**config.mk**
```make
export PLATFORM = sky130hd
export DESIGN_NAME = rock_spawner
export DESIGN_NICKNAME = d
export VERILOG_FILES = /design/src/rtl/rock_spawner.sv
export SDC_FILE = /design/constraint.sdc
export NUM_CORES = 1
export LEC_CHECK = 0
export CORE_ASPECT_RATIO = 0.5
export CORE_UTILIZATION = 50
export CTS_CLUSTER_SIZE = 8
export DETAILED_ROUTE_END_ITERATION = 10
export GPL_ROUTABILITY_DRIVEN = 0
export PLACE_DENSITY = 0.85
export SYNTH_ARGS = -nofsm -noshare
export SYNTH_HDL_FRONTEND = slang
export SYNTH_SLANG_ARGS = --single-unit
export TNS_END_PERCENT = 50
```
**constraint.sdc**
```tcl
create_clock -name clk60hz -period 3.55 [get_ports clk60hz]
set_clock_uncertainty 0.2 [all_clocks]
set_input_delay 0.71 -clock clk60hz [delete_from_list [all_inputs] [get_ports clk60hz]]
set_output_delay 0.71 -clock clk60hz [all_outputs]
set_load 0.03 [all_outputs]
```
**src/rtl/rock_spawner.sv**
```systemverilog
// rock_spawner: spawn scheduler for the asteroid field.
// Collects spawn tokens from a periodic interval counter and from game
// requests, picks the lowest free rock slot, issues a one-frame start pulse
// with LFSR-derived entry attributes, then waits for the rock to acknowledge.
module rock_spawner #(
    parameter int          NUM_ROCKS      = 8,
    parameter int          SPAWN_INTERVAL = 90,
    parameter logic [15:0] LFSR_SEED      = 16'hACE1,
    parameter int          ACK_TIMEOUT    = 4
) (
    input  logic                 clk60hz,
    input  logic                 reset,
    input  logic                 enable,
    input  logic                 spawn_req,
    input  logic [NUM_ROCKS-1:0] in_use,
    output logic [NUM_ROCKS-1:0] start,
    output logic [9:0]           initialX,
    output logic [9:0]           initialY,
    output logic [2:0]           dirX,
    output logic [2:0]           dirY,
    output logic [4:0]           live_count,
    output logic                 ack_error
);

    typedef enum logic [1:0] {S_IDLE, S_PICK, S_ISSUE, S_WAIT} state_t;

    localparam logic [9:0] IVL_LAST  = 10'(SPAWN_INTERVAL - 1);
    localparam logic [7:0] WAIT_LAST = 8'(ACK_TIMEOUT - 1);

    state_t               state_q, state_d;
    logic [15:0]          lfsr_q, lfsr_d;
    logic [9:0]           ivl_q, ivl_d;
    logic [1:0]           tokens_q, tokens_d;
    logic [7:0]           wait_q, wait_d;
    logic [NUM_ROCKS-1:0] slot_q, slot_d;
    logic [NUM_ROCKS-1:0] start_q, start_d;
    logic [9:0]           x_q, x_d, y_q, y_d;
    logic [2:0]           dx_q, dx_d, dy_q, dy_d;
    logic [4:0]           live_q, live_d;
    logic                 ack_err_q, ack_err_d;

    logic [NUM_ROCKS-1:0] free_mask;
    logic                 free_any;
    logic                 wrap;
    logic                 dec;
    logic [9:0]           attr_x, attr_y;
    logic [2:0]           attr_dx, attr_dy;

    // Token count after this frame's increments and issue, floored at 0 and capped at 3.
    function automatic logic [1:0] sat_tokens(input logic [1:0] cur, input logic inc_a,
                                              input logic inc_b, input logic take);
        logic [2:0] sum;
        sum = {1'b0, cur} + {2'b0, inc_a} + {2'b0, inc_b};
        if (take && sum != 3'd0) sum = sum - 3'd1;
        return (sum > 3'd3) ? 2'd3 : sum[1:0];
    endfunction

    // Lowest free slot as a one-hot mask (lowest zero bit of in_use), plus pool popcount.
    always_comb begin
        free_mask = ~in_use & (in_use + NUM_ROCKS'(1));
        free_any  = |free_mask;
        live_d    = '0;
        for (int i = 0; i < NUM_ROCKS; i++) live_d = live_d + 5'(in_use[i]);
    end

    // Entry edge, position and direction decoded from the current LFSR value.
    always_comb begin
        logic [9:0] free_x, free_y;
        logic [1:0] speed;
        logic [2:0] other;
        free_x = {1'b0, lfsr_q[10:2]} + 10'd64;
        free_y = {2'b0, lfsr_q[9:2]} + 10'd112;
        speed  = (lfsr_q[12:11] == 2'd0) ? 2'd1 : lfsr_q[12:11];
        other  = lfsr_q[15:13];
        case (lfsr_q[1:0])
            2'd0:    begin attr_x = free_x;  attr_y = 10'd0;   attr_dx = other;         attr_dy = {1'b0, speed}; end
            2'd1:    begin attr_x = free_x;  attr_y = 10'd479; attr_dx = other;         attr_dy = {1'b1, speed}; end
            2'd2:    begin attr_x = 10'd0;   attr_y = free_y;  attr_dx = {1'b0, speed}; attr_dy = other;         end
            default: begin attr_x = 10'd639; attr_y = free_y;  attr_dx = {1'b1, speed}; attr_dy = other;         end
        endcase
    end

    // Free-running LFSR, interval counter and token bookkeeping.
    always_comb begin
        lfsr_d   = {lfsr_q[14:0], lfsr_q[15] ^ lfsr_q[13] ^ lfsr_q[12] ^ lfsr_q[10]};
        wrap     = enable && (ivl_q == IVL_LAST);
        ivl_d    = ivl_q;
        if (enable) ivl_d = wrap ? 10'd0 : ivl_q + 10'd1;
        dec      = (state_q == S_ISSUE);
        tokens_d = sat_tokens(tokens_q, wrap, spawn_req, dec);
    end

    // Spawn FSM: next state, start pulse, attribute latch and acknowledge timeout.
    always_comb begin
        state_d   = state_q;
        start_d   = '0;
        slot_d    = slot_q;
        wait_d    = wait_q;
        ack_err_d = ack_err_q;
        x_d       = x_q;
        y_d       = y_q;
        dx_d      = dx_q;
        dy_d      = dy_q;
        case (state_q)
            S_IDLE: begin
                if (tokens_q != 2'd0 && free_any) state_d = S_PICK;
            end
            S_PICK: begin
                if (free_any) begin
                    slot_d  = free_mask;
                    start_d = free_mask;
                    x_d     = attr_x;
                    y_d     = attr_y;
                    dx_d    = attr_dx;
                    dy_d    = attr_dy;
                    state_d = S_ISSUE;
                end else begin
                    state_d = S_IDLE;
                end
            end
            S_ISSUE: begin
                wait_d  = 8'd0;
                state_d = S_WAIT;
            end
            default: begin
                if (|(in_use & slot_q)) begin
                    state_d = S_IDLE;
                end else if (wait_q == WAIT_LAST) begin
                    ack_err_d = 1'b1;
                    state_d   = S_IDLE;
                end else begin
                    wait_d = wait_q + 8'd1;
                end
            end
        endcase
    end

    // State and output registers; reset clears the start pulse immediately.
    always_ff @(posedge clk60hz or posedge reset) begin
        if (reset) begin
            state_q   <= S_IDLE;
            lfsr_q    <= LFSR_SEED;
            ivl_q     <= '0;
            tokens_q  <= '0;
            wait_q    <= '0;
            slot_q    <= '0;
            start_q   <= '0;
            x_q       <= '0;
            y_q       <= '0;
            dx_q      <= '0;
            dy_q      <= '0;
            live_q    <= '0;
            ack_err_q <= 1'b0;
        end else begin
            state_q   <= state_d;
            lfsr_q    <= lfsr_d;
            ivl_q     <= ivl_d;
            tokens_q  <= tokens_d;
            wait_q    <= wait_d;
            slot_q    <= slot_d;
            start_q   <= start_d;
            x_q       <= x_d;
            y_q       <= y_d;
            dx_q      <= dx_d;
            dy_q      <= dy_d;
            live_q    <= live_d;
            ack_err_q <= ack_err_d;
        end
    end

    assign start      = start_q;
    assign initialX   = x_q;
    assign initialY   = y_q;
    assign dirX       = dx_q;
    assign dirY       = dy_q;
    assign live_count = live_q;
    assign ack_error  = ack_err_q;

endmodule

```
==> impl_metrics.json, run 1 <==
{
  "outcome": "complete, no violations",
  "hpwlAfterDp_mm": 5.11,
  "synthMuxAreaShare_pct": 6.76,
  "dp_cells": 485,
  "die_area_um2": 8120,
  "yosys_warnings": 0,
  "ys_ff_latch": 84,
  "cts_buffers": 9,
  "hold_start": "lfsr_q[5]",
  "worstSetupStartpointType": "input port",
  "synthTopCellsByCount": "dfrtp_1, inv_1, nor2_1",
  "clock-sinks": 84,
  "slew_violations": 0,
  "arrival_ns": 3.46,
  "area_growth_pct": 26.1,
  "finalPower_mw": 3.34,
  "die_w_um": 126,
  "cts_setup_buffers": 0,
  "synth_top_family_by_area": "simple AND/OR/NAND/NOR gates",
  "fin_util_pct": 65.9,
  "holdBufCountCts": 0,
  "grt_pass1_wl_mm": 13.1,
  "cts.clk_slew.worst_paths_ns": 0.06,
  "ir_drop_uv": 338,
  "viasPerCell": 5.33,
  "synth_xor_xnor_area_share_pct": 4.98,
  "hold_viol": 0,
  "cts_root_buf": "clkbuf_16",
  "min_period_ns": 3.43,
  "avgSynthCellArea_um2": 11.5,
  "core_um2": 7400,
  "final_cell_area_um2": 4880,
  "r2r_cells": 14,
  "synthCells": 336,
  "antenna_found_initial": 0,
  "power_per_cell_area_nw_per_um2": 684,
  "synth_fa_ha_area_share_pct": 7.44,
  "max_freq_mhz": 292,
  "async_flop_share_pct": 100,
  "drtIter0Drc": 230,
  "clk_latency_ns": 0.34,
  "ant_nets": 0,
  "ys.flop_type": "dfrtp_1",
  "cts_tree": "yes",
  "synth-simple-area-share_pct": 11.3,
  "drc": 0,
  "h-tree-depth": 3,
  "hp-class": "reg2reg",
  "diodes": 0,
  "yosys.area.top_type": "dfrtp_1",
  "path_class": "in2reg",
  "ioPinCount": 52,
  "cp.required_ns": 3.58,
  "max_cap_violations": 0,
  "critPathLaunch": "in_use[0]",
  "first_pass_iters": 6,
  "yosysSeqAreaShare_pct": 54.6,
  "synth.top_cell.area_share_pct": 49.1,
  "overflow": 0,
  "wire_per_inst_um": 15.0,
  "grt_max_degree": 46,
  "r2r-end": "tokens_q[1]",
  "rsz0062_at_grt": "no",
  "io_buffers": 49,
  "start_util_pct": 52.3,
  "final_nets": 432,
  "leakagePower_nw": 2.26,
  "cts_max_path_buffers": 2,
  "endpoint_kind": "flop",
  "fp.dieH_um": 64.2,
  "synth_compound_area_share_pct": 10.1,
  "drt-total-wl_mm": 7.53,
  "synth_most_common_cell": "dfrtp_1",
  "fin_cells": 501,
  "drive_above_1_share_pct": 13.3,
  "cp_max_fo": 2,
  "max_slew.worst_pin.slew_ns": 0.756,
  "synth_edf_count": 0,
  "period_share_pct": 96.6,
  "rrSetupSlack_ns": 0.20,
  "relSlewSlack_pct": 49.6,
  "synth_area_um2": 3870,
  "whs_endpoint": "lfsr_q[6]",
  "rows": 22,
  "first_global_vias": 2737,
  "netlist_top_cells_area": "dfrtp_1, dfstp_2, ha_1",
  "whs_ns": 0.173,
  "synth_cell_types": 49,
  "routed-via-count": 2671,
  "setup_viol": 0,
  "r2r-start": "ivl_q[1]",
  "grt_usage_pct": 21.1,
  "dpl_cell_area_um2": 4560,
  "hold_depth": 0
}
==> registers in the layout, summed over array words and instances (netlist names), 4 cells and up <==
register / cells
slot_q: 8
initialX: 10
live_count: 4
initialY: 9
start: 8
wait_q: 8
lfsr_q: 16
ivl_q: 10
==> layout make-up <==
class | count | area, um2
clock buffers | 12 | 246
clock inverters | 4 | 73.8
fillers | 529 | 2520
inverters | 37 | 140
multi-input cells | 207 | 1580
flip-flops and latches | 84 | 2110
well taps | 96 | 120
repair buffers | 61 | 606
==> report_power, final <==
group | switching, mW | internal [mW]
logic | 0.597 | 0.478
clock network | 0.352 | 0.635
registers | 0.149 | 1.13
total | 1.10 | 2.24
==> placed cells by master, fill, tap and decap left out, drive strengths merged, types with 3 or more instances in the layout <==
| master | Yosys | routed |
|---|---|---|
| o21ai | 13 | 13 |
| o22a | 7 | 7 |
| a21o | 6 | 6 |
| nand3 | 10 | 10 |
| inv | 36 | 35 |
| xor2 | 7 | 7 |
| dfrtp | 76 | 76 |
| a21oi | 4 | 4 |
| dfstp | 8 | 8 |
| mux2 | 22 | 22 |
| fa | 5 | 5 |
| xnor2 | 15 | 15 |
| nor2 | 25 | 25 |
| a22oi | 3 | 3 |
| clkinv | 1 | 4 |
| nand2 | 16 | 16 |
| nand4 | 5 | 5 |
| ha | 15 | 15 |
| nand2b | 3 | 3 |
| o211ai | 6 | 6 |
| clkbuf | 4 | 12 |
| nor4 | 8 | 8 |
| nor3 | 11 | 11 |
| buf | 5 | 12 |
| clkdlybuf4s50 | 0 | 49 |
| nor2b | 4 | 4 |
==> worst max path at each step <==
stage,endpoint,cells after the start
final,live_count[1],10
after global routing,live_count[2],10
after CTS,tokens_q[1],14
after detailed placement,live_count[1],10
after global placement,live_count[2],10
after floorplan,live_count[2],9
==> cells by family (layout without fill, tap and decap cells) <==
family | Yosys count | in the layout
xor+xnor | 22 | 22
simple gates | 87 | 87
mux | 23 | 23
fa+ha+maj | 20 | 20
buf+inv | 46 | 114
compound gates | 53 | 53
other cells | 1 | 2
flops | 84 | 84
==> what timing repair did <==
| item | 4_1_cts | 5_1_grt |
|---|---|---|
| resized for setup | 0 | 1 |
| hold endpoints to repair | 0 | 0 |
| setup endpoints to repair | 0 | 2 |
==> worst max-delay path, cell delays in order <==
cell and delay (ns):
clkdlybuf4s50_1 0.44, fa_1 0.54, inv_1 0.05, fa_1 0.49, fa_1 0.41, inv_1 0.08, ha_1 0.17, inv_1 0.06
fa_1 0.48, inv_1 0.04
==> routing by layer <==
layer  wire [um]  share of wire, %  global-route usage (%)
met1        3420                45                    27.0
met3         330               4.4                    5.44
met5           0                 0                       0
met4         152               2.0                    8.43
met2        3630                48                    34.5
==> per-stage QoR <==
stage	worst slack [ns]	TNS (ns)
global route	0.0463	0
CTS	0.0474	0
detailed placement	-0.269	-0.635
floorplan	0.337	0
finish	0.121	0
global placement	-0.155	-0.308
No activity file was read; power rests on OpenSTA's default activity.
==> inputs of run 2 (changes only) <==
Settings changed: CTS_BUF_LIST set to sky130_fd_sc_hd__clkbuf_8, PLACE_DENSITY 0.85 to 0.73, TNS_END_PERCENT 50 to 100.
==> run 2 against run 1 <==
- final cell count increased by 0.20%
- first-iteration DRC count down 38%
- total power fell by 8.5%
- critical path type unchanged
- critical endpoint unchanged
- highest routed layer unchanged
==> impl_metrics.json, run 2 (synthesis gave the netlist of run 1 again) <==
{
  "max_slew.worst_pin.slew_ns": 0.863,
  "min_period_ns": 3.43,
  "slew_violations": 0,
  "max_stage_delay_ns": 0.54,
  "grt_usage_pct": 21.0,
  "finalPower_mw": 3.05,
  "cp-endpoint": "live_count[1]",
  "layout_common_cells": "dfrtp_1, clkdlybuf4s50_1, inv_1, nor2_1, nand2_1",
  "drt-total-wl_mm": 7.33,
  "power_per_cell_area_nw_per_um2": 636,
  "timing.critical_path.buf_inv": 5,
  "area_growth_pct": 24.1,
  "clock-sinks": 84,
  "start_util_pct": 52.3,
  "antenna_found_initial": 0,
  "fin_cells": 502,
  "rrSetupSlack_ns": 0.33,
  "cts_max_path_buffers": 2,
  "arrival_ns": 3.49,
  "cp_max_fo": 2,
  "crit_chain": "clkdlybuf4s50_1 > fa_1 > inv_1 > fa_1 > fa_1 > inv_1 > ha_1 > inv_1 > fa_2 > inv_1",
  "largest-register": "lfsr_q",
  "die_area_um2": 8120,
  "clk_latency_ns": 0.36,
  "r2r-start": "ivl_q[1]",
  "slowest_stage": "fa_1",
  "relSlewSlack_pct": 42.4,
  "cp.required_ns": 3.61,
  "grt_pass1_wl_mm": 13.1,
  "wire_per_inst_um": 14.6,
  "path_class": "in2reg",
  "critical_path.top_delay_family": "adder cells",
  "hp-class": "reg2reg",
  "ir_drop_uv": 280,
  "whs_ns": 0.182,
  "crit_top_cell": "inv_1",
  "overflow": 0,
  "ioPinCount": 52,
  "hold_viol": 0,
  "cts_tree": "yes",
  "max_freq_mhz": 292,
  "cts_buffers": 9,
  "r2r-end": "tokens_q[1]",
  "r2r_cells": 14,
  "holdBufCountCts": 0,
  "endpoint_kind": "flop",
  "h-tree-depth": 3,
  "cts_root_buf": "clkbuf_8",
  "drtIter0Drc": 142,
  "routed-via-count": 2639,
  "diodes": 0,
  "die_w_um": 126,
  "hpwlAfterDp_mm": 5.19,
  "io_buffers": 49,
  "worstSetupStartpointType": "input port",
  "critPathLaunch": "in_use[0]",
  "max_cap_violations": 0,
  "cts.clk_slew.worst_paths_ns": 0.08,
  "rsz0062_at_grt": "no",
  "final_nets": 433,
  "first_pass_iters": 4,
  "outcome": "complete, no violations",
  "leakagePower_nw": 2.22,
  "cp_num_cells": 10,
  "fp.dieH_um": 64.2,
  "core_um2": 7400,
  "grt_max_degree": 52,
  "fin_util_pct": 64.9,
  "postLayoutSetupSlackWorst_ns": 0.122,
  "ant_nets": 0,
  "rows": 22,
  "viasPerCell": 5.26,
  "place_ws_ns": -0.265,
  "largest_register_ff_count": 16,
  "period_share_pct": 96.6,
  "setup_viol": 0,
  "drive_above_1_share_pct": 14.5,
  "dp_cells": 486,
  "drc": 0,
  "first_global_vias": 2776,
  "final_common_cell": "dfrtp_1"
}
## run 2: how the worst min path moves through the flow
stage              start   endpoint  slack (ns)  depth (start not counted)
2_1_floorplan  lfsr_q[2]  lfsr_q[3]        0.15                          0
3_3_place_gp   lfsr_q[2]  lfsr_q[3]        0.16                          0
3_5_place_dp   lfsr_q[5]  lfsr_q[6]        0.16                          0
4_1_cts        lfsr_q[5]  lfsr_q[6]        0.18                          0
5_1_grt        lfsr_q[5]  lfsr_q[6]        0.19                          0
6_report       lfsr_q[5]  lfsr_q[6]        0.18                          0
## run 2: layout make-up
type                            instances  area, um2
Clock buffer                            9        124
Clock inverter                          7        101
Fill cell                             555       2600
Inverter                               37        140
Multi-Input combinational cell        207       1590
Sequential cell                        84       2110
Tap cell                               96        120
Timing Repair Buffer                   62        613
## run 2: stage by stage
| step | setup TNS [ns] | cell area, um2 |
|---|---|---|
| 2_1_floorplan | 0 | 3870 |
| 3_5_place_dp | -0.572 | 4560 |
| 5_1_grt | 0 | 4800 |
| 4_1_cts | 0 | 4790 |
| 3_3_place_gp | -0.321 | 4560 |
| 6_report | 0 | 4800 |
## run 2: routing by layer
metal  share of wire [%]  GRT usage, %
met5                   0             0
met4                0.80          5.12
met3                 4.2          7.37
met2                  48          34.7
met1                  47          26.6
## run 2: repair_timing
item | CTS | global route
setup endpoints to repair | 0 | 3
hold endpoints to repair | 0 | 0
setup buffers | 0 | 0
gates resized for setup | 0 | 3
## run 2: where the power goes
group | internal, mW | switching [mW] | leakage, nW
Sequential | 1.12 | 0.142 | 1.07
Clock | 0.399 | 0.348 | 0.106
Combinational | 0.478 | 0.562 | 1.05
## run 2: worst reg2reg max path, cell delays in order (launching register included)
cell and delay (ns):
dfrtp_1 0.41, inv_1 0.08, ha_1 0.14, or4b_1 0.48, nor4_2 0.28, inv_1 0.12
fa_1 0.38, inv_1 0.06, ha_1 0.14, inv_1 0.05, ha_1 0.17, ha_1 0.18
nor3_2 0.23, nor3_1 0.08, a31oi_1 0.14
==> inputs of run 3 (changes only) <==
Settings changed: REMOVE_ABC_BUFFERS set to 1.
==> run 3 against run 2 <==
- sequential share of layout area up 0.58 points
- via count up 1.5%
- non-clock buffer count up 2
- routed wire length up 1.9%
- worst hold slack worse by 0.0078 ns
- worst setup slack better by 0.025 ns
- critical path depth unchanged
- highest routed layer unchanged
==> impl_metrics.json, run 3 (synthesis gave the netlist of run 1 again) <==
{
  "first_global_vias": 2847,
  "top_usage_layer": "met2",
  "path_class": "in2reg",
  "routed-via-count": 2679,
  "h-tree-depth": 3,
  "grt_usage_pct": 21.5,
  "cp.required_ns": 3.58,
  "final_nets": 435,
  "grt_pass1_wl_mm": 13.3,
  "final_cell_area_um2": 4740,
  "min_period_ns": 3.40,
  "met1_usage_pct": 26.8,
  "core_um2": 7400,
  "max_cap_violations": 0,
  "ant_nets": 0,
  "hold_viol": 0,
  "cts_root_buf": "clkbuf_8",
  "first_pass_iters": 4,
  "cts_setup_buffers": 0,
  "endpoint_kind": "flop",
  "clock-sinks": 84,
  "die_w_um": 126,
  "setup_viol": 0,
  "diodes": 0,
  "power_per_cell_area_nw_per_um2": 616,
  "largest_register_ff_count": 16,
  "drtIter0Drc": 178,
  "max_freq_mhz": 294,
  "whs_ns": 0.174,
  "cts_buffers": 9,
  "layout_common_cells": "dfrtp_1, clkdlybuf4s50_1, inv_1, nor2_1, nand2_1",
  "ir_drop_uv": 253,
  "relSlewSlack_pct": 56.6,
  "grt_use_met3_pct": 5.86,
  "worstSetupStartpointType": "input port",
  "fin_cells": 504,
  "slew_violations": 0,
  "antenna_found_initial": 0,
  "die_area_um2": 8120,
  "ioPinCount": 52,
  "final_common_cell": "dfrtp_1",
  "finalPower_mw": 2.92,
  "cp_max_fo": 2,
  "outcome": "complete, no violations",
  "hpwlAfterDp_mm": 5.36,
  "drt-total-wl_mm": 7.47,
  "cts_max_path_buffers": 2,
  "wire_per_inst_um": 14.8,
  "max_slew.worst_pin.slew_ns": 0.651,
  "viasPerCell": 5.32,
  "dpl_cell_area_um2": 4570,
  "io_buffers": 49,
  "leakagePower_nw": 2.23,
  "grt_use_met2_pct": 35.6,
  "grt_max_degree": 37,
  "largest-register": "lfsr_q",
  "start_util_pct": 52.3,
  "hp-class": "reg2reg",
  "drive_above_1_share_pct": 13.5,
  "cts.clk_slew.worst_paths_ns": 0.08,
  "rows": 22,
  "cts_tree": "yes",
  "dp_cells": 488,
  "clk_latency_ns": 0.36,
  "drc": 0,
  "rsz0062_at_grt": "no",
  "area_growth_pct": 22.5,
  "arrival_ns": 3.44,
  "overflow": 0,
  "fp.dieH_um": 64.2,
  "period_share_pct": 95.9
}
==> run 3: cell types whose count changed in the layout (fill, tap and decap cells not counted), sizes merged <==
cell / previous run / this run
clkdlybuf4s50: 49 / 48
bufinv: 2 / 0
dlymetal6s2s: 0 / 1
clkbuf: 9 / 11
inv: 35 / 38
clkinv: 5 / 4
clkinvlp: 2 / 0
buf: 13 / 15
==> run 3: what timing repair did <==
action,4_1_cts,5_1_grt
endpoints found under the setup margin,0,1
resized for setup,0,1
hold buffers,0,0
==> run 3: where the power goes <==
group	leakage, nW	internal (mW)	total [mW]	switching (mW)
registers	1.07	1.12	1.26	0.140
clock network	0.103	0.283	0.601	0.318
logic	1.06	0.480	1.05	0.575
==> run 3: routing by layer <==
layer  vias up  share of wire, %
li1       1289                 -
met1      1310                46
met2        64                47
met3        16               4.5
met4         0               2.2
met5         -                 0
==> run 3: final cells by class <==
class / instances / area (um2)
fill: 572 / 2660
sequential: 84 / 2110
multi-input combinational: 207 / 1580
timing repair buffer: 64 / 618
clock buffer: 11 / 151
inverter: 37 / 140
tap: 96 / 120
clock inverter: 5 / 21.3
==> run 3: final timing paths <==
| path | slack, ns | cells past startpoint | endpoint | from |
|---|---|---|---|---|
| worst min-delay path | 0.17 | 0 | lfsr_q[6] | lfsr_q[5] |
| worst max-delay path | 0.15 | 10 | live_count[2] | in_use[1] |
| worst max register to register | 0.28 | 15 | tokens_q[0] | ivl_q[1] |
| min in group asynchronous | 0.52 | 2 | ivl_q[6] | reset |
| max in group asynchronous | 1.84 | 3 | lfsr_q[10] | reset |
| worst min register to register | 0.17 | 0 | lfsr_q[6] | lfsr_q[5] |
==> run 3: worst max-delay path, stage by stage <==
cell and delay, ns:
clkdlybuf4s50_1 0.46, fa_1 0.53, inv_1 0.05, fa_1 0.49
fa_1 0.40, inv_1 0.06, ha_1 0.15, inv_1 0.05
fa_1 0.38, xnor2_1 0.14
==> run 3: stage by stage <==
| stage | worst slack, ns | setup TNS (ns) | utilization (%) |
|---|---|---|---|
| 2_1_floorplan | 0.337 | 0 | - |
| 6_report | 0.147 | 0 | 64.0 |
| 3_3_place_gp | -0.158 | -0.316 | 61.7 |
| 3_5_place_dp | -0.285 | -0.541 | 61.7 |
| 4_1_cts | 0.115 | 0 | 64.0 |
| 5_1_grt | 0.0412 | 0 | 64.0 |
